--- src/rtl/inst_fetch_queue_pkg.sv ---
//==============================================================================
// Module  : inst_fetch_queue_pkg
// Purpose : Shared bus/enable defines and elaboration helpers for the
//           instruction-fetch queue (inst_fetch_queue, if_queue_ram).
// Ports   : none (package)
// Rev     : 1.0  initial release
//==============================================================================
`timescale 1ns/1ps

`ifndef IFQ_SHARED_DEFINES
`define IFQ_SHARED_DEFINES
`define InstAddrBus 31:0
`define InstBus     31:0
`define ChipEnable  1'b1
`define ChipDisable 1'b0
`define RstnEnable  1'b0
`define ZeroWord    32'h00000000
`endif

`default_nettype none

package inst_fetch_queue_pkg;

  localparam int unsigned IFQ_DEPTH_DEF  = 4;
  localparam int unsigned IFQ_ADDR_W_DEF = 32;
  localparam int unsigned IFQ_DATA_W_DEF = 32;

  // Pointer width for a power-of-two queue; never below one bit.
  function automatic int unsigned ifq_ptr_w(input int unsigned depth);
    return (depth <= 2) ? 1 : $clog2(depth);
  endfunction

endpackage

`default_nettype wire

--- src/rtl/if_queue_ram.sv ---
//==============================================================================
// Module  : if_queue_ram
// Purpose : DEPTH x WIDTH register array holding {pc, inst} queue entries.
//           One synchronous write port, asynchronous read at raddr.
// Ports   : clk, rst (async active-low), we/waddr/wdata write port,
//           raddr/rdata read port.
// Rev     : 1.0  initial release
//==============================================================================
`timescale 1ns/1ps
`default_nettype none

module if_queue_ram
  import inst_fetch_queue_pkg::*;
#(
  parameter int unsigned DEPTH = IFQ_DEPTH_DEF,
  parameter int unsigned WIDTH = IFQ_ADDR_W_DEF + IFQ_DATA_W_DEF,
  parameter int unsigned PTR_W = ifq_ptr_w(DEPTH)
) (
  input  logic             clk,
  input  logic             rst,
  input  logic             we,
  input  logic [PTR_W-1:0] waddr,
  input  logic [WIDTH-1:0] wdata,
  input  logic [PTR_W-1:0] raddr,
  output logic [WIDTH-1:0] rdata
);

  logic [WIDTH-1:0] r_mem [DEPTH];

  always_ff @(posedge clk or negedge rst) begin
    if (rst == `RstnEnable) begin
      for (int i = 0; i < int'(DEPTH); i++) begin
        r_mem[i] <= '0;
      end
    end else if (we) begin
      r_mem[waddr] <= wdata;
    end
  end

  assign rdata = r_mem[raddr];

endmodule

`default_nettype wire

--- src/rtl/inst_fetch_queue.sv ---
//==============================================================================
// Module  : inst_fetch_queue
// Purpose : IF stage between PC register and ID. Issues ROM reads for the PC
//           stage's fetch address, buffers returning {pc, inst} pairs in an
//           in-order queue, and hands them to ID with a valid/stall handshake.
//           Back-pressures the PC stage when queue credit is exhausted and
//           discards queued and in-flight fetches on flush.
// Ports   : clk, rst (async active-low)
//           pc_i, ce_i, pc_stall_o          - PC stage side
//           rom_ce_o, rom_addr_o, rom_data_i - instruction ROM (1-cycle read)
//           id_stall_i, id_valid_o, id_pc_o, id_inst_o - ID stage side
//           flush_i                          - synchronous pipeline flush
// Rev     : 1.0  initial release
//==============================================================================
`timescale 1ns/1ps
`default_nettype none

module inst_fetch_queue
  import inst_fetch_queue_pkg::*;
#(
  parameter int unsigned DEPTH  = IFQ_DEPTH_DEF,
  parameter int unsigned ADDR_W = IFQ_ADDR_W_DEF,
  parameter int unsigned DATA_W = IFQ_DATA_W_DEF
) (
  input  logic              clk,
  input  logic              rst,
  input  logic [ADDR_W-1:0] pc_i,
  input  logic              ce_i,
  output logic              pc_stall_o,
  output logic              rom_ce_o,
  output logic [ADDR_W-1:0] rom_addr_o,
  input  logic [DATA_W-1:0] rom_data_i,
  input  logic              id_stall_i,
  input  logic              flush_i,
  output logic              id_valid_o,
  output logic [ADDR_W-1:0] id_pc_o,
  output logic [DATA_W-1:0] id_inst_o
);

  localparam int unsigned PTR_W = ifq_ptr_w(DEPTH);
  localparam int unsigned CNT_W = PTR_W + 1;
  localparam int unsigned ENT_W = ADDR_W + DATA_W;
  localparam logic [CNT_W-1:0] c_DEPTH = CNT_W'(DEPTH);

  logic [PTR_W-1:0]  r_wr_ptr;
  logic [PTR_W-1:0]  r_rd_ptr;
  logic [CNT_W-1:0]  r_count;
  logic              r_inflight;
  logic [ADDR_W-1:0] r_inflight_pc;

  logic              w_run;
  logic              w_fetch;
  logic [CNT_W-1:0]  w_used;
  logic              w_space;
  logic              w_valid;
  logic              w_push;
  logic              w_pop;
  logic [ENT_W-1:0]  w_head;
  logic [ADDR_W-1:0] w_head_pc;
  logic [DATA_W-1:0] w_head_inst;

  // Every output is held at zero while reset is asserted, including the
  // purely combinational issue/stall paths.
  assign w_run   = (rst != `RstnEnable);
  assign w_fetch = (ce_i == `ChipEnable);

  // An in-flight read already owns a slot, so credit counts it. No pop
  // lookahead: the PC-side stall never depends on id_stall_i.
  assign w_used  = r_count + CNT_W'(r_inflight);
  assign w_space = (w_used < c_DEPTH);

  assign rom_ce_o   = w_run & w_fetch &  w_space & ~flush_i;
  assign pc_stall_o = w_run & w_fetch & ~w_space & ~flush_i;
  assign rom_addr_o = w_run ? pc_i : '0;

  assign w_valid = w_run & (r_count != '0) & ~flush_i;
  assign w_push  = r_inflight & ~flush_i;
  assign w_pop   = w_valid & ~id_stall_i;

  if_queue_ram #(
    .DEPTH (DEPTH),
    .WIDTH (ENT_W),
    .PTR_W (PTR_W)
  ) u_ram (
    .clk   (clk),
    .rst   (rst),
    .we    (w_push),
    .waddr (r_wr_ptr),
    .wdata ({r_inflight_pc, rom_data_i}),
    .raddr (r_rd_ptr),
    .rdata (w_head)
  );

  assign w_head_pc   = w_head[ENT_W-1:DATA_W];
  assign w_head_inst = w_head[DATA_W-1:0];

  assign id_valid_o = w_valid;
  assign id_pc_o    = w_valid ? w_head_pc   : '0;
  assign id_inst_o  = w_valid ? w_head_inst : '0;

  always_ff @(posedge clk or negedge rst) begin
    if (rst == `RstnEnable) begin
      r_wr_ptr      <= '0;
      r_rd_ptr      <= '0;
      r_count       <= '0;
      r_inflight    <= 1'b0;
      r_inflight_pc <= '0;
    end else if (flush_i) begin
      // Dropping inflight here is what discards the ROM word that lands
      // on the next cycle.
      r_wr_ptr   <= '0;
      r_rd_ptr   <= '0;
      r_count    <= '0;
      r_inflight <= 1'b0;
    end else begin
      r_inflight <= rom_ce_o;
      if (rom_ce_o) begin
        r_inflight_pc <= pc_i;
      end
      if (w_push) begin
        r_wr_ptr <= r_wr_ptr + 1'b1;
      end
      if (w_pop) begin
        r_rd_ptr <= r_rd_ptr + 1'b1;
      end
      case ({w_push, w_pop})
        2'b10:   r_count <= r_count + 1'b1;
        2'b01:   r_count <= r_count - 1'b1;
        default: r_count <= r_count;
      endcase
    end
  end

endmodule

`default_nettype wire

--- config.mk ---
export PLATFORM = sky130hd
export DESIGN_NAME = inst_fetch_queue
export DESIGN_NICKNAME = d
export VERILOG_FILES = /design/src/rtl/inst_fetch_queue_pkg.sv /design/src/rtl/if_queue_ram.sv /design/src/rtl/inst_fetch_queue.sv
export SDC_FILE = /design/constraint.sdc
export NUM_CORES = 1
export LEC_CHECK = 0
export CAP_MARGIN = 10
export CORE_ASPECT_RATIO = 0.6
export CORE_UTILIZATION = 40
export CTS_CLUSTER_SIZE = 8
export DETAILED_ROUTE_END_ITERATION = 8
export SLEW_MARGIN = 10
export SYNTH_ARGS = -nofsm -noshare
export SYNTH_HDL_FRONTEND = slang
export SYNTH_SLANG_ARGS = --single-unit
--- constraint.sdc ---
create_clock -name clk -period 2.95 [get_ports clk]
set_input_delay 0.295 -clock clk [delete_from_list [all_inputs] [get_ports clk]]
set_output_delay 0.295 -clock clk [all_outputs]
set_load 0.05 [all_outputs]
=== Yosys cells after proc, flatten, opt, wreduce, memory -nomap -nowiden ===
Index checks and enable logic that the tools add are counted.

* Equality and inequality tests: 2
* Magnitude comparators: 4
* Muxes and demuxes: 16
* Add/sub/neg operators: 5
* Reductions and logical operators: 6
* Bitwise gates (word level): 14

{| class="wikitable"
|+ Operator list
! kind !! count
|-
| $bwmux 256 || 1
|-
| $mux 64 || 3
|-
| $bmux 64 s2 || 1
|-
| $demux 64 s2 || 1
|-
| $mux 32 || 3
|-
| $and 1x1->1 || 9
|-
| $mux 2 || 4
|-
| $ge 3x3->1 const B || 2
|-
| $not 2->3 || 2
|-
| $pmux 3 s2 || 1
|-
| $reduce_bool 3->1 || 2
|-
| $add 2x1->2 const B || 2
|-
| $reduce_bool 2->1 || 2
|-
| $add 3x1->3 || 1
|-
| $add 3x1->3 const B || 1
|-
| $lt 3x1->1 const B || 1
|-
| $lt 3x3->1 const B || 1
|-
| $mux 3 || 1
|-
| $not 1->1 || 3
|-
| $sub 3x1->3 const B || 1
|-
| $eq 2x1->1 const B || 1
|-
| $eq 2x2->1 const B || 1
|-
| $reduce_and 2->1 || 1
|-
| $logic_and 1x1->1 || 1
|-
| $mux 1 || 1
|}

* Input port bits: 69
* Output and inout bits: 99
* Bits in registers: 296

=== Longest topological paths before layout ===
Gate-level depths: netlist of run 1.

* Word-level depth: 7
* Mapped depth: 9
* Mapped depth without buffers: 8

=== Hierarchy ===
A second synthesis of run 1 with hierarchy kept.

* Cell total of the unflattened synthesis: 852
* Area, all modules: 13482.9 sq um

{| class="wikitable"
|+ Modules (own cells, without submodules)
! module !! times used !! cells each !! area an instance (sq um)
|-
| if_queue_ram || 1 || 621 || 11162.0
|-
| inst_fetch_queue || 1 || 231 || 2321.0
|}

=== Worst setup path after synthesis of run 1 ===
Ideal clock, no wire load.

* Kind: register -> register
* Start: register r_count[0]
* End: register r_count[2]
* Arrival time: 2001 ps
* Path slack: 825 ps
* Library setup time: 125 ps
* Cell stages (with the launch flop): 10
* Period minus slack after synthesis: 2125 ps
* Path through: dfrtp_1 -> or3_1 -> buf_2 -> nand2_4 -> nor2_1 -> fa_1 -> nand2_1 -> a21oi_1 -> a31oi_1 -> mux2_2

* Cells in the longest elaborated chain, start to end: 7
* Elaborated cells between the ends (all ways): 11

{| class="wikitable"
|+ Ends and longest elaborated chain
! what !! RTL line !! RTL
|-
| from (decl) || inst_fetch_queue.sv:47 || <nowiki>logic [CNT_W-1:0] r_count;</nowiki>
|-
| from (signal assigned) || inst_fetch_queue.sv:127 || <nowiki>2'b10: r_count <= r_count + 1'b1;</nowiki>
|-
| from (signal assigned) || inst_fetch_queue.sv:128 || <nowiki>2'b01: r_count <= r_count - 1'b1;</nowiki>
|-
| from (signal assigned) || inst_fetch_queue.sv:129 || <nowiki>default: r_count <= r_count;</nowiki>
|-
| $reduce_bool 3->1 || inst_fetch_queue.sv:76 || <nowiki>assign w_valid = w_run & (r_count != '0) & ~flush_i;</nowiki>
|-
| $and 1x1->1 (2 in series) || inst_fetch_queue.sv:76 ||
|-
| $and 1x1->1 || inst_fetch_queue.sv:78 || <nowiki>assign w_pop = w_valid & ~id_stall_i;</nowiki>
|-
| $eq 2x1->1 or $eq 2x2->1 (tied branches) || inst_fetch_queue.sv:126 || <nowiki>case ({w_push, w_pop})</nowiki>
|-
| $pmux 3 s2 || inst_fetch_queue.sv:126 ||
|-
| $mux 3 || inst_fetch_queue.sv:108 || <nowiki>end else if (flush_i) begin</nowiki>
|}

Several ways; a longest one is shown, not always the timed one.
A chain may end at the register's enable or synchronous reset.

=== Final worst setup path of run 1 ===
* Start: register r_rd_ptr[0]
* End: output id_pc_o[17]

* Cells in the longest elaborated chain, start to end: 5

{| class="wikitable"
|+ Ends and longest elaborated chain
! what !! RTL line !! RTL
|-
| from (decl) || inst_fetch_queue.sv:46 || <nowiki>logic [PTR_W-1:0] r_rd_ptr;</nowiki>
|-
| from (signal assigned) || inst_fetch_queue.sv:124 || <nowiki>r_rd_ptr <= r_rd_ptr + 1'b1;</nowiki>
|-
| $not 2->3 (not written as such) || if_queue_ram.sv:40 || <nowiki>assign rdata = r_mem[raddr];</nowiki>
|-
| $bmux 64 s2 || if_queue_ram.sv:40 ||
|-
| $mux 64 (not written as such) (2 in series) || if_queue_ram.sv:40 ||
|-
| $mux 32 || inst_fetch_queue.sv:98 || <nowiki>assign id_pc_o = w_valid ? w_head_pc : '0;</nowiki>
|-
| to (decl) || inst_fetch_queue.sv:36 || <nowiki>output logic [ADDR_W-1:0] id_pc_o,</nowiki>
|}

Every way passes these cells. The select of a mux whose other input is x is not followed.

==> results of run 1 <==
==> layout make-up <==
cell class	instances	share of cell area, %
well taps	450	3.22
repair buffers	194	15.5
clock buffers	45	6.20
clock inverters	1	0.0501
multi-input cells	492	32.5
flip-flops and latches	296	42.4
inverters	4	0.0860
==> layout by cell type, fill, tap and decap left out, types with 2 or more instances in the layout <==
cell,n
nand2_1,3
nand2b_1,2
mux4_2,64
clkbuf_1,2
clkdlybuf4s50_1,99
clkbuf_16,43
inv_1,4
nor2_1,8
nand2_4,5
buf_12,79
mux2_2,257
and2_1,32
nor2b_1,2
mux2_4,7
nand3_2,2
dfrtp_1,294
ha_1,4
mux2i_1,2
buf_4,14
and3_1,64
xor2_2,2
mux2_1,26
==> worst max-delay path: stages, from the launching register on <==
cell     delay, ns
dfrtp_4       0.42
buf_4         0.43
mux4_2        0.62
and3_1        0.24
buf_12        0.15
==> power breakdown <==
part	internal [mW]	switching [mW]
Sequential	4.61	0.326
Combinational	0.971	0.673
Clock	2.55	1.63
Total	8.13	2.63
==> cell usage after synthesis, drive strengths merged <==
| cell type | instances |
|---|---|
| nand3b | 1 |
| mux2i | 2 |
| and2 | 32 |
| a31oi | 1 |
| o21ai | 1 |
| nand3 | 3 |
| nor2 | 8 |
| a21oi | 1 |
| nor3b | 1 |
| xnor2 | 1 |
| mux4 | 64 |
| nand2b | 2 |
| inv | 4 |
| dfrtp | 296 |
| nor2b | 2 |
| xor2 | 3 |
| or3 | 1 |
| mux2 | 290 |
| fa | 1 |
| buf | 41 |
| clkbuf | 22 |
| ha | 4 |
| nand2 | 8 |
| and2b | 2 |
| and3 | 64 |
==> routing by layer <==
metal | track usage (%) | share of wire [%] | wire length (um)
met3 | 3.35 | 3.6 | 1060
met2 | 27.8 | 46 | 13700
met5 | 0 | 0 | 0
met1 | 26.8 | 49 | 14700
met4 | 3.89 | 1.3 | 401
==> state kept, by name, indices dropped and copies added (netlist names) <==
signal,flops
r_wr_ptr,2
r_count,3
r_inflight,1
u_ram.r_mem,256
r_rd_ptr,2
r_inflight_pc,32
==> final timing paths <==
check                                 from  cells past startpoint  slack [ns]                to
max in group asynchronous              rst                      4        1.14  u_ram.r_mem[202]
max reg2reg                     r_count[0]                      8        0.64        r_count[2]
min                                    rst                      2        0.25  u_ram.r_mem[105]
min in group clk                   pc_i[8]                      2        0.41  r_inflight_pc[8]
max                            r_rd_ptr[0]                      4        0.25       id_pc_o[17]
min reg2reg                u_ram.r_mem[46]                      1        0.48   u_ram.r_mem[46]
==> what timing repair did <==
action,in CTS,in global routing
endpoints found under the hold margin,37,0
buffers inserted,0,0
hold buffers,1,0
==> through the flow <==
step	utilization [%]	total power, mW
finish	52.9	10.8
global route	52.9	11.3
global placement	49.6	6.63
detailed placement	49.6	6.66
CTS	52.9	10.9
floorplan	-	6.00
==> logic make-up (layout without fill, tap and decap cells) <==
kind of cell	count (synthesis)	in the layout
multiplexers	356	356
flip-flops	296	296
XOR/XNOR	4	4
adder cells (fa/ha/maj)	5	5
AO/OA/AOI/OAI	3	3
AND/OR/NAND/NOR	124	124
buffers and inverters	67	244
==> results.json, run 1 <==
{
  "status": "complete, no violations",
  "tightest_slew_ns": 0.775,
  "grt_start_max_net_pins": 69,
  "area_growth_pct": 28.2,
  "yosysTopAreaCell": "dfrtp_1",
  "final_area_sq_mm": 0.0175,
  "worst_slew_margin_rel_pct": 48.4,
  "drv_cap": 0,
  "viasPerCell": 5.21,
  "synth-xor-area-share_pct": 0.367,
  "clk_latency_ns": 0.52,
  "synth.mux.area_fraction_pct": 34.9,
  "cts_resized": 0,
  "grt_antenna_before_repair": 0,
  "avgRoutedWirePerCell_um": 20.1,
  "synthAdderAreaFrac_pct": 0.514,
  "drc_errors": 0,
  "rsz0062_at_grt": "no",
  "seq_area_sq_mm": 0.00741,
  "die_height_um": 145,
  "cp.required_ns": 2.65,
  "synth.top_cell.area_share_pct": 54.3,
  "grt_first_pass_wirelength_um": 49500,
  "synth_cell_types": 33,
  "ios": 168,
  "grtUsageTotal_pct": 18.1,
  "cts_max_level": 2,
  "core_sq_mm": 0.0330,
  "dp_hpwl_um": 18500,
  "cp-start-kind": "flop",
  "ys_seq_elements": 296,
  "place_inst": 1435,
  "fillers": 2721,
  "port_buffers": 167,
  "slew_violations": 0,
  "critPathArrivalTime_ns": 2.40,
  "cts_tree": "built",
  "initial_core_util_pct": 41.3,
  "grt_pass1_vias": 8483,
  "seq_area_frac_synth_pct": 54.3,
  "layout-drive-gt1-share_pct": 46.5,
  "via_count": 7721,
  "critPathMaxFanout": 25,
  "dpl_worst_slack_ns": 0.547,
  "endpoint_kind": "primary output",
  "drt_iter0_drc": 314,
  "clock_skew_ns": 0.0165,
  "powerDensity_mw_per_mm2": 616,
  "place.gp.congestion": 0.723,
  "rows": 51,
  "cts_root_buffer": "clkbuf_16",
  "ir_drop_v": 0.000345,
  "syn_area_sq_mm": 0.0136,
  "finalHoldViolations": 0,
  "avgSynthCellArea_sq_um": 15.9,
  "synthCells": 855,
  "tns_ns": 0,
  "drt_wl_total_um": 29800,
  "place_area_sq_mm": 0.0164,
  "yosys-top-cells-area": "dfrtp_1 (54%), mux2_2 (21%), mux4_2 (11%)",
  "dieArea_sq_mm": 0.0348,
  "grt_overflow": 0,
  "drtPass1Iterations": 4,
  "clock_sinks": 296,
  "nets": 1104,
  "stdcell_count": 1482,
  "finalWorstSetupSlack_ns": 0.254,
  "die_w_um": 240,
  "fmax_mhz": 371,
  "clock_path_buffers": 3,
  "numCtsBuffers": 42,
  "ys_warn_count": 0,
  "period_share_pct": 91.4,
  "power.leakage_nw": 8.19,
  "synth-simple-area-share_pct": 5.79,
  "synth_top_family_by_area": "multiplexers",
  "fin_hold_ws_ns": 0.251,
  "critPathKind": "flop to primary output",
  "clk_pin_slew_ns": 0.05,
  "num_antenna_cells": 0,
  "min_period_ns": 2.70,
  "hold_class": "input pin to async pin",
  "multi_input_area_sq_mm": 0.00568,
  "setup_viol": 0,
  "ant_nets": 0,
  "syn_nets": 929,
  "synth_compound_area_share_pct": 0.119
}
(Power assumes the default switching activity.)
==> inputs of run 2 (changes only) <==
--- a/config.mk
+++ b/config.mk
@@ -7,9 +7,10 @@
 export LEC_CHECK = 0
 export CAP_MARGIN = 10
 export CORE_ASPECT_RATIO = 0.6
-export CORE_UTILIZATION = 40
+export CORE_UTILIZATION = 50
 export CTS_CLUSTER_SIZE = 8
 export DETAILED_ROUTE_END_ITERATION = 8
+export PLACE_DENSITY = 0.73
 export SLEW_MARGIN = 10
 export SYNTH_ARGS = -nofsm -noshare
 export SYNTH_HDL_FRONTEND = slang
==> run 2 against run 1 <==
Effect of this change: first-iteration DRC count rose by 6.1%; combinational power barely moved; critical path type unchanged; critical endpoint is now id_pc_o[27]; critical path depth did not move; sequential share of layout area rose by 0.49 points; non-clock buffer count rose by 2; die area fell by 20%; highest routed layer unchanged; flip-flop and latch count did not move; clock skew fell by 0.0012 ns.
==> results.json, run 2 (synthesis results as in run 1) <==
{
  "drv_cap": 0,
  "clkPwrFrac_pct": 39.4,
  "rsz0062_at_grt": "no",
  "endpoint": "id_pc_o[27]",
  "dp_hpwl_um": 18200,
  "drtPass1Iterations": 4,
  "path_cells": "or3_2 > buf_4 > and3_1 > buf_12",
  "grt_antenna_before_repair": 0,
  "drt_wl_total_um": 29600,
  "grt_first_pass_wirelength_um": 48900,
  "cp.depth": 4,
  "viasPerCell": 5.65,
  "wl_met2_um": 13500,
  "top_layer": "met4",
  "grt_overflow": 0,
  "critPathArrivalTime_ns": 2.44,
  "dieArea_sq_mm": 0.0279,
  "via_count": 7875,
  "critPathMaxFanout": 68,
  "top_regs": "u_ram.r_mem x256, r_inflight_pc x32, r_count x3",
  "fmax_mhz": 366,
  "layout.cells.most_common": "dfrtp_1",
  "place_inst": 1347,
  "area_growth_pct": 26.7,
  "cts_root_buffer": "clkbuf_16",
  "drc_errors": 0,
  "critPathKind": "flop to primary output",
  "switchingPower_mw": 2.60,
  "clk_latency_ns": 0.53,
  "die_w_um": 215,
  "p_comb_share_pct": 14.9,
  "core_sq_mm": 0.0266,
  "cts_tree": "built",
  "fin_hold_ws_ns": 0.244,
  "cp-start-kind": "flop",
  "grt_start_max_net_pins": 69,
  "initial_core_util_pct": 51.3,
  "finalHoldViolations": 0,
  "timing.rr.start": "r_count[0]",
  "r2r_cells": 8,
  "tns_ns": 0,
  "ant_nets": 0,
  "startpoint": "r_count[0]",
  "power.leakage_nw": 8.19,
  "powerDensity_mw_per_mm2": 626,
  "largest_reg_flops": 256,
  "path_buf_inv": 2,
  "port_buffers": 167,
  "endpoint_kind": "primary output",
  "clk_pin_slew_ns": 0.05,
  "final_area_sq_mm": 0.0173,
  "crit_path_max_incr_delay_ns": 0.54,
  "largest-register": "u_ram.r_mem",
  "min_period_ns": 2.73,
  "finalPower_mw": 10.8,
  "wl_met3_um": 1370,
  "met1_length_um": 14300,
  "p_sw_share_pct": 24.0,
  "cpMaxStageDelayCell": "or3_2",
  "layout-drive-gt1-share_pct": 46.7,
  "grtUsageTotal_pct": 22.4,
  "avgRoutedWirePerCell_um": 21.3,
  "setup_viol": 0,
  "nets": 1106,
  "clock_path_buffers": 3,
  "r2r_slack_ns": 0.66,
  "power.internal_mw": 8.22,
  "slew_violations": 0,
  "drt_iter0_drc": 333,
  "die_height_um": 130,
  "cp.required_ns": 2.65,
  "regToRegEndpoint": "r_count[2]",
  "clock_sinks": 296,
  "grt_pass1_vias": 8630,
  "status": "complete, no violations",
  "tightest_slew_ns": 0.804,
  "ir_drop_v": 0.000416,
  "stdcell_count": 1394,
  "numCtsBuffers": 42,
  "num_antenna_cells": 0,
  "p_seq_share_pct": 45.8,
  "hold_class": "input pin to async pin",
  "worst_slew_margin_rel_pct": 46.4,
  "clock_skew_ns": 0.0153,
  "period_share_pct": 92.6,
  "mostFrequentLayoutCells": "dfrtp_1 (294), mux2_2 (257), clkdlybuf4s50_1 (99), buf_12 (68)",
  "place.gp.congestion": 0.723,
  "cts_max_level": 2,
  "fillers": 1916,
  "cp_top_family": "simple AND/OR/NAND/NOR gates",
  "place_area_sq_mm": 0.0161,
  "ios": 168,
  "rows": 46,
  "cts_setup_buffers": 0
}
[run 2: changes by cell type in the layout (fill, tap and decap cells not counted)]
cell	previous run	this run
clkbuf_16	43	45
buf_12	79	68
dfrtp_4	1	2
clkbuf_1	2	1
buf_4	14	27
dfrtp_2	1	0
inv_6	1	0
[run 2: metrics by stage]
stage	worst slack, ns	utilization [%]
after floorplan	0.825	-
after global placement	0.661	60.7
after detailed placement	0.631	60.7
after CTS	0.190	65.0
after global routing	0.0949	65.0
final	0.218	65.0
[run 2: final cells by class]
cell class / count / area [sq um] / share of cell area [%]
clock buffers: 46 / 1130 / 6.54
inverters: 4 / 15.0 / 0.0869
multi-input cells: 492 / 5680 / 32.9
flip-flops and latches: 296 / 7410 / 42.9
well taps: 360 / 450 / 2.61
repair buffers: 196 / 2580 / 14.9
[run 2: what timing repair did]
item,in CTS,in global routing
resized for setup,0,0
hold buffers,1,0
endpoints found under the hold margin,70,0
[run 2: metal layers]
layer | global-route usage [%] | vias to the layer above
met5 | 0 | -
met4 | 6.09 | 0
met3 | 4.41 | 42
met2 | 34.8 | 173
met1 | 32.6 | 4177
li1 | - | 3483
[run 2: worst min-delay path by stage]
stage / from / to / depth (start not counted)
after floorplan: rst / r_count[0] / 0
after CTS: rst / u_ram.r_mem[102] / 2
after global placement: rst / u_ram.r_mem[181] / 1
final: rst / u_ram.r_mem[53] / 2
after global routing: rst / u_ram.r_mem[53] / 2
after detailed placement: rst / u_ram.r_mem[102] / 1
[run 2: power by group through the flow]
stage               Clock [mW]  Combinational, mW  Sequential [mW]
finish                    4.26               1.61             4.95
global route              4.54               1.73             5.03
CTS                       4.36               1.63             4.95
detailed placement           0               1.62             5.00
global placement             0               1.58             4.98
floorplan                    0               1.13             4.87
